## config.mk

```make
export PLATFORM = sky130hd
export DESIGN_NAME = tape_head_ctrl_flat
export DESIGN_NICKNAME = d
export VERILOG_FILES = /design/src/rtl/tape_head_ctrl_if.sv /design/src/rtl/tape_head_ctrl.sv /design/src/flat_wrapper.sv
export SDC_FILE = /design/constraint.sdc
export NUM_CORES = 1
export LEC_CHECK = 0
export ABC_AREA = 1
export CAP_MARGIN = 5
export CORE_UTILIZATION = 40
export DETAILED_ROUTE_END_ITERATION = 8
export PLACE_DENSITY_LB_ADDON = 0.15
export SLEW_MARGIN = 20
export SYNTH_ARGS = -nofsm -noshare
export SYNTH_HDL_FRONTEND = slang
export SYNTH_SLANG_ARGS = --single-unit
export TNS_END_PERCENT = 20
```

## constraint.sdc

```tcl
create_clock -name clock -period 4.84 [get_ports clock]
set_input_delay 0.968 -clock clock [delete_from_list [all_inputs] [get_ports clock]]
set_output_delay 0.968 -clock clock [all_outputs]
set_load 0.01 [all_outputs]
```

## src/rtl/tape_head_ctrl_if.sv

```systemverilog
// Op channel between the instruction sequencer (master) and the tape head controller (slave).
interface tape_head_ctrl_if #(
  parameter int DATA_W = 8
);
  logic              op_valid;
  logic [2:0]        op;
  logic              op_ready;
  logic [DATA_W-1:0] in_data;
  logic              out_valid;
  logic [DATA_W-1:0] out_data;

  modport master (
    output op_valid, op, in_data,
    input  op_ready, out_valid, out_data
  );

  modport slave (
    input  op_valid, op, in_data,
    output op_ready, out_valid, out_data
  );
endinterface

```

## src/rtl/tape_head_ctrl.sv

```systemverilog
// BF data-tape controller: owns the data pointer and cached cell, drives the tape memory port.
// Optional TAPE_BOUNDS_EN: pointer moves off either tape end are refused and flag a sticky err.
module tape_head_ctrl #(
  parameter int ADDR_W         = 8,
  parameter int DATA_W         = 8,
  parameter bit CLEAR_ON_RESET = 1'b1
) (
  input  logic                clock,
  input  logic                reset,
  tape_head_ctrl_if.slave     op_if,
  output logic [DATA_W-1:0]   cell_val,
  output logic                cell_zero,
  output logic [ADDR_W-1:0]   ptr,
  output logic [ADDR_W-1:0]   mem_address,
  output logic [DATA_W-1:0]   mem_data,
  output logic                mem_wren,
  input  logic [DATA_W-1:0]   mem_q
`ifdef TAPE_BOUNDS_EN
  ,
  output logic                err
`endif
);

  localparam logic [1:0] ST_CLR     = 2'd0;
  localparam logic [1:0] ST_IDLE    = 2'd1;
  localparam logic [1:0] ST_FETCH   = 2'd2;
  localparam logic [1:0] ST_CAPTURE = 2'd3;

  localparam logic [2:0] OP_INC   = 3'd1;
  localparam logic [2:0] OP_DEC   = 3'd2;
  localparam logic [2:0] OP_RIGHT = 3'd3;
  localparam logic [2:0] OP_LEFT  = 3'd4;
  localparam logic [2:0] OP_OUT   = 3'd5;
  localparam logic [2:0] OP_IN    = 3'd6;

  localparam logic [1:0] RESET_STATE = CLEAR_ON_RESET ? ST_CLR : ST_IDLE;

  logic [1:0]        state_q, state_d;
  logic [ADDR_W-1:0] ptr_q, ptr_d;
  logic [DATA_W-1:0] cell_q, cell_d;
  logic [ADDR_W-1:0] clr_cnt_q, clr_cnt_d;
  logic              out_valid_q, out_valid_d;
  logic [DATA_W-1:0] out_data_q, out_data_d;
  logic              op_ready;
`ifdef TAPE_BOUNDS_EN
  logic              err_q, err_d;
`endif

  always_comb begin
    // NOTE: every output of this block gets a default first so no path leaves it unassigned (no latches).
    state_d     = state_q;
    ptr_d       = ptr_q;
    cell_d      = cell_q;
    clr_cnt_d   = clr_cnt_q;
    out_valid_d = 1'b0;
    out_data_d  = out_data_q;
`ifdef TAPE_BOUNDS_EN
    err_d       = err_q;
`endif
    op_ready    = 1'b0;
    mem_address = ptr_q;
    mem_data    = cell_q;
    mem_wren    = 1'b0;

    case (state_q)
      ST_CLR: begin
        mem_wren    = 1'b1;
        mem_data    = '0;
        mem_address = clr_cnt_q;
        clr_cnt_d   = clr_cnt_q + 1'b1;
        if (clr_cnt_q == '1) state_d = ST_IDLE;
      end

      ST_IDLE: begin
        op_ready = 1'b1;
        if (op_if.op_valid) begin
          case (op_if.op)
            OP_INC, OP_DEC, OP_IN: begin
              // The cached cell is the forwarding source, so back-to-back writes see the latest value.
              if (op_if.op == OP_INC)      cell_d = cell_q + 1'b1;
              else if (op_if.op == OP_DEC) cell_d = cell_q - 1'b1;
              else                         cell_d = op_if.in_data;
              mem_data = cell_d;
              mem_wren = 1'b1;
            end
            OP_OUT: begin
              out_valid_d = 1'b1;
              out_data_d  = cell_q;
            end
            OP_RIGHT, OP_LEFT: begin
`ifdef TAPE_BOUNDS_EN
              if ((op_if.op == OP_RIGHT && ptr_q == '1) ||
                  (op_if.op == OP_LEFT  && ptr_q == '0)) begin
                err_d = 1'b1;
              end else begin
                ptr_d   = (op_if.op == OP_RIGHT) ? ptr_q + 1'b1 : ptr_q - 1'b1;
                state_d = ST_FETCH;
              end
`else
              ptr_d   = (op_if.op == OP_RIGHT) ? ptr_q + 1'b1 : ptr_q - 1'b1;
              state_d = ST_FETCH;
`endif
            end
            default: ;
          endcase
        end
      end

      ST_FETCH: state_d = ST_CAPTURE;

      ST_CAPTURE: begin
        cell_d  = mem_q;
        state_d = ST_IDLE;
      end

      default: state_d = ST_IDLE;
    endcase
  end

  // NOTE: state registers use non-blocking assignments so all flops update together at the edge.
  always_ff @(posedge clock) begin
    if (reset) begin
      state_q     <= RESET_STATE;
      ptr_q       <= '0;
      cell_q      <= '0;
      clr_cnt_q   <= '0;
      out_valid_q <= 1'b0;
      out_data_q  <= '0;
`ifdef TAPE_BOUNDS_EN
      err_q       <= 1'b0;
`endif
    end else begin
      state_q     <= state_d;
      ptr_q       <= ptr_d;
      cell_q      <= cell_d;
      clr_cnt_q   <= clr_cnt_d;
      out_valid_q <= out_valid_d;
      out_data_q  <= out_data_d;
`ifdef TAPE_BOUNDS_EN
      err_q       <= err_d;
`endif
    end
  end

  assign op_if.op_ready  = op_ready;
  assign op_if.out_valid = out_valid_q;
  assign op_if.out_data  = out_data_q;
  assign cell_val        = cell_q;
  assign cell_zero       = (cell_q == '0);
  assign ptr             = ptr_q;
`ifdef TAPE_BOUNDS_EN
  assign err             = err_q;
`endif

endmodule

```

## src/flat_wrapper.sv

```systemverilog
// flat-port wrapper written by rule: the top's interface ports become plain ports
module tape_head_ctrl_flat 
#(
  parameter int ADDR_W         = 8,
  parameter int DATA_W         = 8,
  parameter bit CLEAR_ON_RESET = 1'b1
)
  (clock, reset, cell_val, cell_zero, ptr, mem_address, mem_data, mem_wren, mem_q, op_if_op_valid, op_if_op, op_if_in_data, op_if_op_ready, op_if_out_valid, op_if_out_data);
  tape_head_ctrl_if #(.DATA_W(DATA_W)) op_if_i ();
  input  logic clock;
  input  logic reset;
  output logic [DATA_W-1:0] cell_val;
  output logic cell_zero;
  output logic [ADDR_W-1:0] ptr;
  output logic [ADDR_W-1:0] mem_address;
  output logic [DATA_W-1:0] mem_data;
  output logic mem_wren;
  input  logic [DATA_W-1:0] mem_q;
  input wire logic [$bits(op_if_i.op_valid)-1:0] op_if_op_valid;
  input wire logic [$bits(op_if_i.op)-1:0] op_if_op;
  input wire logic [$bits(op_if_i.in_data)-1:0] op_if_in_data;
  output wire logic [$bits(op_if_i.op_ready)-1:0] op_if_op_ready;
  output wire logic [$bits(op_if_i.out_valid)-1:0] op_if_out_valid;
  output wire logic [$bits(op_if_i.out_data)-1:0] op_if_out_data;
  assign op_if_i.op_valid = op_if_op_valid;
  assign op_if_i.op = op_if_op;
  assign op_if_i.in_data = op_if_in_data;
  assign op_if_op_ready = op_if_i.op_ready;
  assign op_if_out_valid = op_if_i.out_valid;
  assign op_if_out_data = op_if_i.out_data;
  tape_head_ctrl #(.ADDR_W(ADDR_W), .DATA_W(DATA_W), .CLEAR_ON_RESET(CLEAR_ON_RESET)) u_core (.clock(clock), .reset(reset), .op_if(op_if_i), .cell_val(cell_val), .cell_zero(cell_zero), .ptr(ptr), .mem_address(mem_address), .mem_data(mem_data), .mem_wren(mem_wren), .mem_q(mem_q));
endmodule
```

==> metrics.cfg <==
[worst_setup_path]
crit_type=input pin to primary output
r2r_end=u_core.op_if.out_data[7]
cp.required_ns=3.87
end_kind=primary output
worst_r2r_startpoint=u_core.state_q[1]
reg2regPathDepth=6
r2r_slack_ns=2.67
crit_start=op_if_op[2]
startpoint_type=input pin
critPathMaxFanout=5
endpoint=mem_data[3]
cp_data_arrival_time_ns=3.06

[global_routing]
grt_overflow=0
grt_max_degree=24
antenna_found_initial=0
grt_usage_pct=23.7
first_global_vias=2444
grt_pass1_wl_um=11800

[route]
drtIter0Drc=196
ant_nets=0
top_layer_used=met4
drc=0
vias=2753
avgViaCountPerCell=5.34
wl_per_cell_um=14.2
met2_length_um=3290
wl_um=7310
wl_met1_um=3420
first_pass_iters=5
wl_met3_um=501

[timing]
slew_viol_final=0
period_needed_ns=4.03
finClkSkew_ns=0.00318
setup_ws_ns=0.815
tightest_slew_ns=0.659
hold_violations=0
setup_tns_ns=0
maxSlewHeadroom_pct=56.0
period_share_pct=83.2
rsz0062_at_grt=false
fmaxAchievable_ghz=0.248
setup_viol=0
holdWs_ns=0.487

[cells_and_area]
n_fill_cell=615
drive_above_1_share_pct=6.35
fin_util_pct=54.7
syn2layout_area_growth_pct=31.7
fin_nets=478
regArea_um2=701
final_area_mm2=0.00326
multiInputGateArea_mm2=0.00156
antenna_cells=0
instances_no_fill=516

[placement]
placed_area_mm2=0.00317
dp_hpwl_um=5550
gp_congestion=0.921
io_buffers=65
pre_cts_ws_ns=0.841
dp_cells=509

[synthesis]
syn_area_per_cell_um2=6.52
synth.area.top_cells=dfxtp_1 28%, nand2_1 13%, nand3_1 7.7%
yosys_register_bits=35
syn_area_mm2=0.00247
synth_top_area_share_pct=28.4
synth_edf_count=0
synthArstFlopShare_pct=0
synth_top_area_cell=dfxtp_1
yosys_warnings=0
synthCells=379
syn-num-nets=416
seq_area_frac_synth_pct=28.4
synthFlopType=dfxtp_1
synthDistinctLibCells=38

[clocking]
insertion_delay_ns=0.28
cts_resized=0
cts.htree.levels=2
clk_pin_slew_worst_paths_ns=0.07
holdBufCountCts=0
clockBufferDepth=2
root_buffer=clkbuf_8
cts_tree=yes
cts.sinks=35
post_cts_buffers=0
cts_buffers=5

[pwr]
finalPower_mw=1.13
leakage_nw=1.33
ir_worst_vdd_v=0.000177
power_density_mw_per_mm2=348

[run_status]
status=finished, final reports clean

[die]
row_count=28
core-area_mm2=0.00596
die-area_mm2=0.00650
die_x_um=80.6
pin_count=66
die_h_um=80.6
start_util_pct=41.5

[job]
cap_violations=0

[hold_path]
hold_class=flop to flop

-- registers in the layout (all words and copies together), names as in the netlist --
name and cells:
u_core.cell_val 8, u_core.op_if.out_data 8, u_core.state_q 2, u_core.ptr 8, u_core.op_if.out_valid 1, u_core.clr_cnt_q 8
-- cell families (layout without fill, tap and decap cells) --
family | after synthesis | count (layout) | synth area share, %
xor+xnor | 5 | 5 | 1.77
simple gates | 180 | 180 | 33.6
flops | 35 | 35 | 28.4
fa+ha+maj | 15 | 15 | 7.90
compound gates | 91 | 91 | 19.8
buf+inv | 53 | 115 | 8.56
-- cell usage after synthesis (2+ instances only) --
library cell  count
nand2_2           3
clkbuf_1          4
nand2_1          88
xnor2_1           3
o21bai_1          2
ha_1             14
nand3_2           2
o21ai_1           9
nand3_1          38
inv_1            33
a21oi_1          34
buf_2             5
nand4_1           4
a31oi_1           2
o21ai_0          34
nor3_1            4
xor2_1            2
nor2_1           31
clkinv_1          2
a22oi_1           6
inv_2             7
dfxtp_1          35
nor4_1            2
-- cells in the final DEF (no fill, tap or decap), drive strengths merged --
cell	Yosys	final
a21oi	34	34
a22oi	6	6
a31oi	2	2
clkbuf	4	6
clkdlybuf4s50	0	65
clkinv	2	3
dfxtp	35	35
fa	1	1
ha	14	14
inv	41	41
nand2	92	92
nand3	41	41
nand3b	1	1
nand4	4	4
nor2	34	34
nor3	5	5
nor4	2	2
o211ai	1	1
o21a	1	1
o21ai	44	44
o21bai	2	2
o2bb2ai	1	1
or2	1	1
xnor2	3	3
xor2	2	2
-- where the power goes --
part,switching [mW],internal (mW),total [mW]
clock network,0.105,0.112,0.217
registers,0.0421,0.321,0.363
logic,0.328,0.223,0.551
total,0.475,0.656,1.13
-- worst max-delay path, stage by stage --
cell and delay, ns:
clkdlybuf4s50_1 0.52, inv_4 0.15, nand3_1 0.19, nand2_2 0.19, nor2_1 0.06, nor2_1 0.09, nand3_1 0.07, o21ai_1 0.08
nand2_1 0.07, o21ai_0 0.10, clkdlybuf4s50_1 0.56
-- routing by layer --
layer  GRT usage [%]  vias up
met3            3.98        8
met4            7.50        0
met5               0        -
met1            32.8     1255
met2            37.0      108
li1                -     1382
-- cell type report --
type,count,share of cell area [%]
clock buffer,6,2.54
clock inverter,1,0.154
inverter,43,5.03
multi-input combinational,291,47.9
sequential,35,21.5
tap,75,2.88
timing repair buffer,65,20.0
-- how the worst min path moves through the flow --
stage	start	to	slack, ns	cells after the start
floorplan	u_core.clr_cnt_q[2]	u_core.clr_cnt_q[2]	0.47	2
global placement	u_core.ptr[7]	u_core.ptr[7]	0.47	2
detailed placement	u_core.ptr[7]	u_core.ptr[7]	0.48	2
CTS	u_core.ptr[7]	u_core.ptr[7]	0.49	2
global route	u_core.ptr[7]	u_core.ptr[7]	0.51	2
finish	u_core.ptr[7]	u_core.ptr[7]	0.49	2
Note: power is estimated with default switching activity, not from simulation.
